==> config.mk <==
export PLATFORM = sky130hd
export DESIGN_NAME = csi2_delay_calib_flat
export DESIGN_NICKNAME = d
export VERILOG_FILES = /design/src/rtl/csi2_delay_calib_if.sv /design/src/rtl/csi2_delay_calib.sv /design/src/flat_wrapper.sv
export SDC_FILE = /design/constraint.sdc
export NUM_CORES = 1
export LEC_CHECK = 0
export CAP_MARGIN = 10
export CORE_AREA = 2 2 127 129
export DETAILED_ROUTE_END_ITERATION = 10
export DIE_AREA = 0 0 129 131
export DONT_BUFFER_PORTS = 1
export PLACE_DENSITY = 0.53
export RECOVER_POWER = 25
export SETUP_SLACK_MARGIN = 0.2
export SYNTH_ARGS = -nofsm -noshare
export SYNTH_HDL_FRONTEND = slang
export SYNTH_SLANG_ARGS = --single-unit
export TNS_END_PERCENT = 30
==> constraint.sdc <==
create_clock -name clk_i -period 4.5 [get_ports clk_i]
set_input_delay 0.9 -clock clk_i [delete_from_list [all_inputs] [get_ports clk_i]]
set_output_delay 0.9 -clock clk_i [all_outputs]
set_load 0.01 [all_outputs]
==> src/rtl/csi2_delay_calib_if.sv <==
// Receiver-side bundle for the CSI2 DPHY input-delay calibrator.
// The master drives the start pulse and the header status; the slave drives the delay controls.
interface csi2_delay_calib_if #(
  parameter int DATA_LANES = 2,
  parameter int TAP_W      = 5
);
  logic                        start_i;
  logic                        header_valid_i;
  logic                        header_err_i;
  logic                        crc_err_i;
  logic                        enable_o;
  logic                        delay_act_o;
  logic [DATA_LANES*TAP_W-1:0] lane_delay_o;
  logic                        busy_o;
  logic                        done_o;
  logic                        fail_o;

  modport master (
    output start_i, header_valid_i, header_err_i, crc_err_i,
    input  enable_o, delay_act_o, lane_delay_o, busy_o, done_o, fail_o
  );

  modport slave (
    input  start_i, header_valid_i, header_err_i, crc_err_i,
    output enable_o, delay_act_o, lane_delay_o, busy_o, done_o, fail_o
  );
endinterface

==> src/rtl/csi2_delay_calib.sv <==
// Sweeps each lane's IDELAY tap, scores every tap on received header/CRC health,
// and loads the centre of the widest clean tap window per lane.
module csi2_delay_calib #(
  parameter int DATA_LANES     = 2,
  parameter int TAP_W          = 5,
  parameter int DEFAULT_TAP    = 15,
  parameter int SETTLE_CYCLES  = 1024,
  parameter int HDR_WINDOW     = 64,
  parameter int TIMEOUT_CYCLES = 2**20
) (
  input logic               clk_i,
  input logic               rstn_i,
  csi2_delay_calib_if.slave bus
);

  localparam int LANE_W = (DATA_LANES > 1) ? $clog2(DATA_LANES) : 1;
  localparam int HDR_W  = $clog2(HDR_WINDOW + 1);
  localparam int TIM_W  = (TIMEOUT_CYCLES > 1) ? $clog2(TIMEOUT_CYCLES) : 1;
  localparam int SET_W  = (SETTLE_CYCLES > 1) ? $clog2(SETTLE_CYCLES) : 1;
  localparam int LEN_W  = TAP_W + 1;

  localparam logic [TAP_W-1:0]  TAP_MAX   = '1;
  localparam logic [TAP_W-1:0]  TAP_DEF   = TAP_W'(DEFAULT_TAP);
  localparam logic [HDR_W-1:0]  HDR_FULL  = HDR_W'(HDR_WINDOW);
  localparam logic [TIM_W-1:0]  TIM_LAST  = TIM_W'(TIMEOUT_CYCLES - 1);
  localparam logic [SET_W-1:0]  SET_LAST  = SET_W'(SETTLE_CYCLES - 1);
  localparam logic [LANE_W-1:0] LANE_LAST = LANE_W'(DATA_LANES - 1);

  typedef enum logic [3:0] {
    S_IDLE, S_APPLY, S_ACT, S_SETTLE, S_MEASURE, S_EVAL, S_CENTER, S_CENTER_ACT, S_DONE
  } state_e;

  state_e                             state_q;
  logic [LANE_W-1:0]                  lane_q;
  logic [TAP_W-1:0]                   tap_q;
  logic [DATA_LANES-1:0][TAP_W-1:0]   lane_delay_q;
  logic                               enable_q, delay_act_q, busy_q, done_q, fail_q;
  logic [SET_W-1:0]                   settle_q;
  logic [TIM_W-1:0]                   timer_q;
  logic [HDR_W-1:0]                   hdr_cnt_q, hdr_cnt_d;
  logic                               err_flag_q, err_flag_d;
  logic [LEN_W-1:0]                   run_len_q, run_len_d, best_len_q, best_len_d;
  logic [TAP_W-1:0]                   run_start_q, run_start_d, best_start_q, best_start_d;
  logic [TAP_W-1:0]                   center_tap;
  logic                               tap_pass;

  assign bus.enable_o     = enable_q;
  assign bus.delay_act_o  = delay_act_q;
  assign bus.lane_delay_o = lane_delay_q;
  assign bus.busy_o       = busy_q;
  assign bus.done_o       = done_q;
  assign bus.fail_o       = fail_q;

  // NOTE: every always_comb output gets a default first so no path leaves it unassigned (no latch).
  always_comb begin
    hdr_cnt_d  = hdr_cnt_q;
    err_flag_d = err_flag_q;
    if (bus.header_valid_i && (hdr_cnt_q != HDR_FULL)) hdr_cnt_d = hdr_cnt_q + 1'b1;
    if ((bus.header_valid_i && bus.header_err_i) || bus.crc_err_i) err_flag_d = 1'b1;

    tap_pass    = (hdr_cnt_q == HDR_FULL) && !err_flag_q;
    run_len_d   = tap_pass ? run_len_q + 1'b1 : '0;
    run_start_d = (tap_pass && (run_len_q == '0)) ? tap_q : run_start_q;

    best_len_d   = best_len_q;
    best_start_d = best_start_q;
    if (run_len_d > best_len_q) begin
      best_len_d   = run_len_d;
      best_start_d = run_start_d;
    end
    center_tap = TAP_W'({1'b0, best_start_d} + (best_len_d >> 1));
  end

  // NOTE: state is updated with non-blocking assignments so all flops see pre-edge values.
  always_ff @(posedge clk_i) begin
    if (!rstn_i) begin
      // NOTE: the tap array is a handful of flops feeding the IDELAYs, so it is reset like any control register.
      state_q      <= S_IDLE;
      lane_q       <= '0;
      tap_q        <= '0;
      lane_delay_q <= {DATA_LANES{TAP_DEF}};
      enable_q     <= 1'b0;
      delay_act_q  <= 1'b0;
      busy_q       <= 1'b0;
      done_q       <= 1'b0;
      fail_q       <= 1'b0;
      settle_q     <= '0;
      timer_q      <= '0;
      hdr_cnt_q    <= '0;
      err_flag_q   <= 1'b0;
      run_len_q    <= '0;
      run_start_q  <= '0;
      best_len_q   <= '0;
      best_start_q <= '0;
    end else begin
      delay_act_q <= 1'b0;
      case (state_q)
        S_IDLE: if (bus.start_i) begin
          for (int k = 0; k < DATA_LANES; k++) lane_delay_q[k] <= TAP_DEF;
          lane_delay_q[0] <= '0;
          lane_q   <= '0;
          tap_q    <= '0;
          enable_q <= 1'b0;
          busy_q   <= 1'b1;
          done_q   <= 1'b0;
          fail_q   <= 1'b0;
          state_q  <= S_APPLY;
        end
        S_APPLY: begin
          delay_act_q <= 1'b1;
          state_q     <= S_ACT;
        end
        S_ACT: begin
          settle_q <= '0;
          state_q  <= S_SETTLE;
        end
        S_SETTLE: begin
          settle_q <= settle_q + 1'b1;
          if (settle_q == SET_LAST) begin
            enable_q   <= 1'b1;
            hdr_cnt_q  <= '0;
            err_flag_q <= 1'b0;
            timer_q    <= '0;
            state_q    <= S_MEASURE;
          end
        end
        S_MEASURE: begin
          hdr_cnt_q  <= hdr_cnt_d;
          err_flag_q <= err_flag_d;
          timer_q    <= timer_q + 1'b1;
          if ((hdr_cnt_d == HDR_FULL) || (timer_q == TIM_LAST)) state_q <= S_EVAL;
        end
        S_EVAL: begin
          run_len_q    <= run_len_d;
          run_start_q  <= run_start_d;
          best_len_q   <= best_len_d;
          best_start_q <= best_start_d;
          if (tap_q != TAP_MAX) begin
            tap_q                <= tap_q + 1'b1;
            lane_delay_q[lane_q] <= tap_q + 1'b1;
            enable_q             <= 1'b0;
            state_q              <= S_APPLY;
          end else begin
            // Field is loaded here so delay_act follows it by exactly one cycle.
            lane_delay_q[lane_q] <= (best_len_d == '0) ? TAP_DEF : center_tap;
            if (best_len_d == '0) fail_q <= 1'b1;
            state_q <= S_CENTER;
          end
        end
        S_CENTER: begin
          delay_act_q <= 1'b1;
          state_q     <= S_CENTER_ACT;
        end
        S_CENTER_ACT: begin
          run_len_q    <= '0;
          run_start_q  <= '0;
          best_len_q   <= '0;
          best_start_q <= '0;
          if (lane_q != LANE_LAST) begin
            lane_q                      <= lane_q + 1'b1;
            tap_q                       <= '0;
            lane_delay_q[lane_q + 1'b1] <= '0;
            enable_q                    <= 1'b0;
            state_q                     <= S_APPLY;
          end else begin
            busy_q   <= 1'b0;
            done_q   <= 1'b1;
            enable_q <= 1'b1;
            state_q  <= S_DONE;
          end
        end
        S_DONE:  state_q <= S_IDLE;
        default: state_q <= S_IDLE;
      endcase
    end
  end

endmodule
==> src/flat_wrapper.sv <==
// flat-port wrapper written by rule: the top's interface ports become plain ports
module csi2_delay_calib_flat 
#(
  parameter int DATA_LANES     = 2,
  parameter int TAP_W          = 5,
  parameter int DEFAULT_TAP    = 15,
  parameter int SETTLE_CYCLES  = 1024,
  parameter int HDR_WINDOW     = 64,
  parameter int TIMEOUT_CYCLES = 2**20
)
  (clk_i, rstn_i, bus_start_i, bus_header_valid_i, bus_header_err_i, bus_crc_err_i, bus_enable_o, bus_delay_act_o, bus_lane_delay_o, bus_busy_o, bus_done_o, bus_fail_o);
  csi2_delay_calib_if #(.DATA_LANES(DATA_LANES), .TAP_W(TAP_W)) bus_i ();
  input logic clk_i;
  input logic rstn_i;
  input wire logic [$bits(bus_i.start_i)-1:0] bus_start_i;
  input wire logic [$bits(bus_i.header_valid_i)-1:0] bus_header_valid_i;
  input wire logic [$bits(bus_i.header_err_i)-1:0] bus_header_err_i;
  input wire logic [$bits(bus_i.crc_err_i)-1:0] bus_crc_err_i;
  output wire logic [$bits(bus_i.enable_o)-1:0] bus_enable_o;
  output wire logic [$bits(bus_i.delay_act_o)-1:0] bus_delay_act_o;
  output wire logic [$bits(bus_i.lane_delay_o)-1:0] bus_lane_delay_o;
  output wire logic [$bits(bus_i.busy_o)-1:0] bus_busy_o;
  output wire logic [$bits(bus_i.done_o)-1:0] bus_done_o;
  output wire logic [$bits(bus_i.fail_o)-1:0] bus_fail_o;
  assign bus_i.start_i = bus_start_i;
  assign bus_i.header_valid_i = bus_header_valid_i;
  assign bus_i.header_err_i = bus_header_err_i;
  assign bus_i.crc_err_i = bus_crc_err_i;
  assign bus_enable_o = bus_i.enable_o;
  assign bus_delay_act_o = bus_i.delay_act_o;
  assign bus_lane_delay_o = bus_i.lane_delay_o;
  assign bus_busy_o = bus_i.busy_o;
  assign bus_done_o = bus_i.done_o;
  assign bus_fail_o = bus_i.fail_o;
  csi2_delay_calib #(.DATA_LANES(DATA_LANES), .TAP_W(TAP_W), .DEFAULT_TAP(DEFAULT_TAP), .SETTLE_CYCLES(SETTLE_CYCLES), .HDR_WINDOW(HDR_WINDOW), .TIMEOUT_CYCLES(TIMEOUT_CYCLES)) u_core (.clk_i(clk_i), .rstn_i(rstn_i), .bus(bus_i));
endmodule
* Word level (Yosys, flattened, before mapping)
Index checks and enable logic that the tools add are counted.
** Storage, ports and cells
- Register bits after elaboration :: 85
- Input bits :: 6
- Output and inout bits :: 15
- Word-level logic and storage cells :: 137
** Cells by class
- $add $sub $neg :: 7
- Magnitude comparators :: 5
- Equal/unequal tests :: 22
- Multiplexer cells :: 54
- Bitwise gates (word level) :: 2
- Reduce and logical (&&, ||, !) cells :: 29
** Operators with widths (number)
- $mux 5 :: 8
- $pmux 20 s2 :: 1
- $pmux 4 s8 :: 1
- $mux 10 :: 3
- $pmux 10 s3 :: 1
- $pmux 6 s2 :: 2
- $add 20x1->20 const B :: 1
- $bwmux 10 :: 2
- $eq 20x20->1 const B :: 1
- $mux 20 :: 1
- $pmux 10 s2 :: 1
- $pmux 5 s2 :: 2
- $eq 4x3->1 const B :: 4
- $mux 4 :: 4
- $pmux 5 s3 :: 1
- $eq 7x7->1 const B :: 2
- $mux 7 :: 2
- $pmux 7 s2 :: 1
- $mux 1 :: 13
- $logic_not 6->1 :: 2
- $mux 6 :: 2
- $ne 2x1->1 const B :: 6
- $reduce_and 3->1 :: 4
- $reduce_and 4->1 :: 3
- other kinds (30) :: 51

* Logic depth before layout (Yosys ltp)
- Depth in word-level cells :: 10
- Gate-level depth with buffers :: 25

* Worst setup path before layout
Ideal clock, no wire load.
- Path type :: reg-to-reg
- From :: reg u_core.hdr_cnt_q[0]
- To :: reg u_core.lane_delay_q (netlist bit u_core.bus.lane_delay_o[4])
- Setup time :: 0.117 ns
- Data arrival time :: 4.590 ns
- Required time :: 4.383 ns
- Setup slack :: -0.208 ns
- Cell stages (with the launch flop) :: 24
- Buffers on the path :: 2
- Clock period less this slack :: 4.708 ns
- Path through :: dfxtp_1 > inv_1 > ha_1 > nor3b_1 > nand2_1 > buf_2 > nor2_1 > ha_1 > and3b_1 > o21ai_0 > o311ai_4 > a31oi_1 > a31oi_4 > buf_4 > mux2_2 > ha_1 > fa_1 > a21o_1 > a21oi_1 > xor2_1 > nor3_1 > a21oi_1 > mux2i_1 > a32o_1
** On the way
- Word-level cells in the longest chain between the ends :: 10
- Elaborated cells on any way between the ends :: 14
- Classes of those cells :: add/sub: 1; order compare: 1; eq/ne: 1; mux: 8; reduce/logical: 3
** Ends and longest elaborated chain
- from (decl) :: line csi2_delay_calib.sv:40 : logic [HDR_W-1:0] hdr_cnt_q, hdr_cnt_d;
- from (signal assigned) :: line csi2_delay_calib.sv:128 : hdr_cnt_q <= hdr_cnt_d;
- $eq 7x7->1 (*) :: line csi2_delay_calib.sv:61 : tap_pass = (hdr_cnt_q == HDR_FULL) && !err_flag_q;
- $logic_and 1x1->1 (*) :: line csi2_delay_calib.sv:61
- $mux 6 / $logic_and 1x1->1 (equally long branches) :: line csi2_delay_calib.sv:62, csi2_delay_calib.sv:63
- $gt 6x6->1 / $mux 5 (equally long branches) :: line csi2_delay_calib.sv:67, csi2_delay_calib.sv:63
- $mux 5 / $mux 6 (equally long branches) :: line csi2_delay_calib.sv:67 : if (run_len_d > best_len_q) begin
- $add 5x5->5 / $logic_not 6->1 (equally long branches) :: line csi2_delay_calib.sv:71, csi2_delay_calib.sv:145
- $mux 5 (*) :: line csi2_delay_calib.sv:145 : lane_delay_q[lane_q] <= (best_len_d == '0) ? TAP_DEF : center_tap;
- $bwmux 10 (*) :: line csi2_delay_calib.sv:145
- $mux 10 (*) :: line csi2_delay_calib.sv:138 : if (tap_q != TAP_MAX) begin
- $pmux 10 s3 (*) :: line csi2_delay_calib.sv:97 : case (state_q)
- to (signal assigned) :: line csi2_delay_calib.sv:81 : lane_delay_q <= {DATA_LANES{TAP_DEF}};
- to (signal, indexed assignment) :: line csi2_delay_calib.sv:140 : lane_delay_q[lane_q] <= tap_q + 1'b1;
- to (signal, indexed assignment) :: line csi2_delay_calib.sv:145
- to (decl) :: line csi2_delay_calib.sv:36 : logic [DATA_LANES-1:0][TAP_W-1:0] lane_delay_q;
Mark *: on every way between the ends. The rest lies on a longest branch, timed or not.
A chain may end at the register's enable or synchronous reset.

* Final worst setup path
- From :: reg u_core.run_len_q[0]
- To :: reg u_core.lane_delay_q (netlist bit u_core.bus.lane_delay_o[9])
** On the way
- Word-level cells in the longest chain between the ends :: 9
- Elaborated cells on any way between the ends :: 14
- Classes of those cells :: add/sub: 2; order compare: 1; mux: 8; reduce/logical: 3
** Ends and longest elaborated chain
- from (decl) :: line csi2_delay_calib.sv:42 : logic [LEN_W-1:0] run_len_q, run_len_d, best_len_q, best_len_d;
- from (signal assigned) :: line csi2_delay_calib.sv:134 : run_len_q <= run_len_d;
- $add 6x1->6 / $logic_not 6->1 (equally long branches) :: line csi2_delay_calib.sv:62, csi2_delay_calib.sv:63
- $mux 6 / $logic_and 1x1->1 (equally long branches) :: line csi2_delay_calib.sv:62, csi2_delay_calib.sv:63
- $gt 6x6->1 / $mux 5 (equally long branches) :: line csi2_delay_calib.sv:67, csi2_delay_calib.sv:63
- $mux 5 / $mux 6 (equally long branches) :: line csi2_delay_calib.sv:67
- $add 5x5->5 / $logic_not 6->1 (equally long branches) :: line csi2_delay_calib.sv:71, csi2_delay_calib.sv:145
- $mux 5 (*) :: line csi2_delay_calib.sv:145
- $bwmux 10 (*) :: line csi2_delay_calib.sv:145
- $mux 10 (*) :: line csi2_delay_calib.sv:138
- $pmux 10 s3 (*) :: line csi2_delay_calib.sv:97
Marked as above.

==> impl_summary.md <==
STA
The worst clock skew is 0.0131 ns. The final critical delay including setup and external delays is 4.16 ns. At the pin with the least slew margin, the transition time is 0.948 ns. The maximum clock rate is 0.240 GHz.

Dividing the final minimum period by the clock period gives 0.925. In this run the tightest slew margin relative to its limit is 0.366. The final-report hold violation count is 0. Setup repair after global routing could not meet its margin everywhere.

The total count of max-transition violations in the final report was 0. Setup violations remaining at the end of the flow were counted as 0. The total negative setup slack is 0 ns.

Worst setup path
Counting cells, the worst reg-to-reg path comes to 19. By startpoint and endpoint, the worst setup path is classified as reg -> reg. The capturing element type of the critical path is a flop. The endpoint identified for the worst register-to-register timing path is u_core.bus.lane_delay_o[9]$_SDFFE_PN0P_. The slack of the worst reg-to-reg path is 0.34 ns. The nature of the critical path startpoint is a flop.

The critical path ends at u_core.bus.lane_delay_o[9]$_SDFFE_PN0P_. The startpoint identified for the worst register-to-register timing path is u_core.run_len_q[0]$_SDFFE_PN0N_. The maximum fanout count along the critical path is 7. The timing startpoint of the critical path is u_core.run_len_q[0]$_SDFFE_PN0N_. At the worst endpoint, the arrival time is 4.40 ns. The required time of the critical path is 4.73 ns.

Drt
The post-detailed-route count of antenna-violating nets is 0. The DRC violations left is 0. After detailed routing, the number of vias per cell comes to 5.35.

The count of routing violations after the opening detailed-route iteration is 308. For this block, the routed nets add up to 13100 um of wire. The first-pass iteration count of the detailed router is 5. Summing over every cut layer, the via total after detailed routing is 4605. The per-cell routed wire length is 15.2 um.

Clock tree
No sink is reached through more buffers than the 2 on the longest clock path. The clock transition at the registers of the reported paths is 0.07 ns. The clock tree from TritonCTS is yes. The number of sinks on the clock net is 85. The root buffer cell is sky130_fd_sc_hd__clkbuf_16. The hold-fix buffer count after cts is 0.

The clock latency reported for the late side of the worst-skew pair is 0.36 ns. The number of H-tree levels is 3. TritonCTS created 9 clock buffers.

Synthesis
The share of the synthesized area in the top cell type is 0.350. The synthesized netlist net count is 664. The mapped netlist covers 0.00486 sq mm. The simple logic cell fraction of the synthesized area is 0.269. The area fraction in compound gates after synthesis is 0.229.

Of all flip-flops after synthesis, the portion carrying an async set or reset was 0. In this run, synthesis produced a sequential element count of 85. The largest family of logic cells by synthesized area is simple AND/OR/NAND/NOR gates. The share of synthesized area occupied by flip-flops and latches is 0.350. After synthesis, the share of cell area in mux cells is 0.0250. The cell count after synthesis is 640. Yosys mapped a number of flops with a built-in enable equal to 0.

Sorting the synthesized cells by area gives the leading types as sky130_fd_sc_hd__dfxtp_1, sky130_fd_sc_hd__nand2_1, sky130_fd_sc_hd__nor2_1. The number of synthesis warnings is 0. The biggest area contributor in the post-synthesis netlist is sky130_fd_sc_hd__dfxtp_1.

The leading register cell type out of synthesis is sky130_fd_sc_hd__dfxtp_1. Of the total synthesized cell area, the portion taken by XOR and XNOR cells is 0.0288. The post-synthesis average cell area is 7.59 sq um. Counting distinct cell types in the post-synthesis netlist gives 58.

Of the total synthesized cell area, the portion taken by full adders, half adders and majority gates is 0.0479.

GRT
The first global-routing pass estimated 21300 um of wire. The remaining global-route overflow is 0. The via count of the first global-routing pass came to 4360. The global-route usage over all layers is 0.158. Entering global routing, the biggest net connects 51 pins.

The initial antenna violation count was 0.

Placed design
The instance count after placement with tap cells included is 838. The final weighted congestion in routability-driven placement is 0.792. The number of input and output port buffers inserted is 0. Detailed placement finished with a half-perimeter wire length of 9060 um.

Final layout
Relative to the synthesized area, the layout overhead comes to 15.5%. After the last flow step, the layout net total stands at 664. The fraction of final layout cells with drive strength greater than 1 is 0.130. The diode insertion count for antenna repair is 0.

The count of placed standard cells in the final layout, fillers left out is 861.

Die
The total die area is 0.0169 sq mm. The height of the die is 131 um. Measured along the x axis, the die boundary spans 129 um. The top-level I/O count is 21. The core region is 0.0156 sq mm. For this configuration, the core starts out at a cell density of 0.312. Row generation in the floorplan step produced 46 rows.

Power
The leakage power is 0.00203 uW. Power comes to 1700 uW. The maximum vdd ir drop is 264 uV.

Dividing total power by cell area gives a power density of 304 mW/mm^2.

Job
The count of maximum capacitance violations is 0.

Run status
The flow ran to the end, and the final reports show no timing, DRC or antenna violations.

Worst hold path
The kind of path behind the tightest hold check is reg -> reg.
critical path, cell delays in order (launching register included):
cell                       delay (ns)
sky130_fd_sc_hd__dfxtp_4         0.38
sky130_fd_sc_hd__ha_2            0.22
sky130_fd_sc_hd__nand3_1         0.13
sky130_fd_sc_hd__xor2_2          0.18
sky130_fd_sc_hd__nor2_4          0.14
sky130_fd_sc_hd__ha_4            0.21
sky130_fd_sc_hd__and3b_1         0.18
sky130_fd_sc_hd__o21ai_2         0.18
sky130_fd_sc_hd__o311ai_4        0.13
sky130_fd_sc_hd__a31oi_4         0.22
sky130_fd_sc_hd__a31oi_4         0.08
sky130_fd_sc_hd__mux2_4          0.33
sky130_fd_sc_hd__ha_4            0.16
sky130_fd_sc_hd__fa_2            0.34
sky130_fd_sc_hd__a21o_1          0.17
sky130_fd_sc_hd__a21oi_2         0.19
sky130_fd_sc_hd__xor2_1          0.13
sky130_fd_sc_hd__a31oi_1         0.24
sky130_fd_sc_hd__mux2i_1         0.14
sky130_fd_sc_hd__a32o_1          0.27
synth_stat cells (all sizes together) (6+ instances only):
| cell type | count |
|---|---|
| and3 | 13 |
| o21ai | 35 |
| nor3 | 22 |
| a21oi | 58 |
| xor2 | 12 |
| a22oi | 14 |
| ha | 17 |
| or3 | 6 |
| a32o | 9 |
| nand3 | 24 |
| nor2 | 83 |
| mux2 | 6 |
| a31oi | 14 |
| clkbuf | 28 |
| dfxtp | 85 |
| nand4 | 10 |
| nand2 | 84 |
| buf | 7 |
| inv | 27 |
cell type report:
class | count | area [sq um]
timing repair buffer | 23 | 176
sequential | 85 | 1710
inverter | 27 | 104
clock inverter | 6 | 52.6
tap | 216 | 270
clock buffer | 10 | 239
multi-input combinational | 494 | 3060
fill | 1610 | 9990
metal layers:
layer | track usage | part of all wire
met2 | 0.273 | 0.48
met3 | 0.0456 | 0.049
met4 | 0.0537 | 0.019
met1 | 0.190 | 0.45
met5 | 0 | 0
placed cells by master (no fill, tap or decap), types with 5 or more instances in the layout:
master                      instances
sky130_fd_sc_hd__a22oi_1           14
sky130_fd_sc_hd__nand2_1           83
sky130_fd_sc_hd__nand4_1           10
sky130_fd_sc_hd__a31oi_1           12
sky130_fd_sc_hd__and3_1            13
sky130_fd_sc_hd__a21oi_1           56
sky130_fd_sc_hd__o211ai_1           5
sky130_fd_sc_hd__mux2_2             5
sky130_fd_sc_hd__o21ai_0           31
sky130_fd_sc_hd__a32o_1             9
sky130_fd_sc_hd__clkbuf_16          9
sky130_fd_sc_hd__buf_4             22
sky130_fd_sc_hd__inv_1             25
sky130_fd_sc_hd__xor2_1            11
sky130_fd_sc_hd__nand3_1           24
sky130_fd_sc_hd__a41oi_1            5
sky130_fd_sc_hd__nor3_1            22
sky130_fd_sc_hd__ha_1              12
sky130_fd_sc_hd__dfxtp_1           81
sky130_fd_sc_hd__or3_1              6
sky130_fd_sc_hd__nand2b_1           5
sky130_fd_sc_hd__or2_2              5
sky130_fd_sc_hd__nor2_1            78
sky130_fd_sc_hd__a211oi_1           5
cells by family (layout without fill, tap and decap cells):
group	count (synthesis)	count (layout)
simple gates	277	277
fa+ha+maj	18	18
flops	85	85
compound gates	171	172
mux	11	11
xor+xnor	16	16
buf+inv	62	66
timing repair:
item	in CTS	in global routing
setup buffers	2	4
gates cloned	1	0
gates resized for setup	5	22
setup endpoints to repair	2	3
pin swaps	2	11
report_power, final:
| part | total, uW | switching (uW) | leakage (uW) | internal (uW) |
|---|---|---|---|---|
| Combinational | 164 | 110 | 0.00120 | 53.2 |
| Clock | 737 | 338 | 0.000144 | 398 |
| Sequential | 804 | 33.8 | 0.000690 | 771 |
how the worst min path moves through the flow:
| stage | from | to | cells past startpoint |
|---|---|---|---|
| floorplan | u_core.timer_q[9]$_SDFFE_PN0P_ | u_core.timer_q[9]$_SDFFE_PN0P_ | 1 |
| global placement | u_core.timer_q[9]$_SDFFE_PN0P_ | u_core.timer_q[9]$_SDFFE_PN0P_ | 1 |
| finish | u_core.timer_q[9]$_SDFFE_PN0P_ | u_core.timer_q[9]$_SDFFE_PN0P_ | 1 |
| CTS | u_core.timer_q[9]$_SDFFE_PN0P_ | u_core.timer_q[9]$_SDFFE_PN0P_ | 1 |
| global route | u_core.timer_q[6]$_SDFFE_PN0P_ | u_core.timer_q[6]$_SDFFE_PN0P_ | 1 |
| detailed placement | u_core.timer_q[9]$_SDFFE_PN0P_ | u_core.timer_q[9]$_SDFFE_PN0P_ | 1 |
through the flow:
stage               setup slack, ns  area, sq um   util  hold slack [ns]
floorplan                     0.208         4910      -            0.423
global placement              0.207         5150  0.330            0.447
detailed placement            0.100         5150  0.330            0.459
CTS                           0.203         5500  0.352            0.483
global route                  0.144         5610  0.360            0.501
finish                        0.337         5610  0.360            0.478
registers in the layout, summed over array words and instances (netlist names), 4 cells and up:
| signal | count |
|---|---|
| u_core.settle_q | 10 |
| u_core.run_len_q | 6 |
| u_core.best_start_q | 5 |
| u_core.run_start_q | 5 |
| u_core.state_q | 4 |
| u_core.hdr_cnt_q | 7 |
| u_core.bus.lane_delay_o | 10 |
| u_core.tap_q | 5 |
| u_core.best_len_q | 6 |
| u_core.timer_q | 20 |
Note: power is estimated with default switching activity, not from simulation.
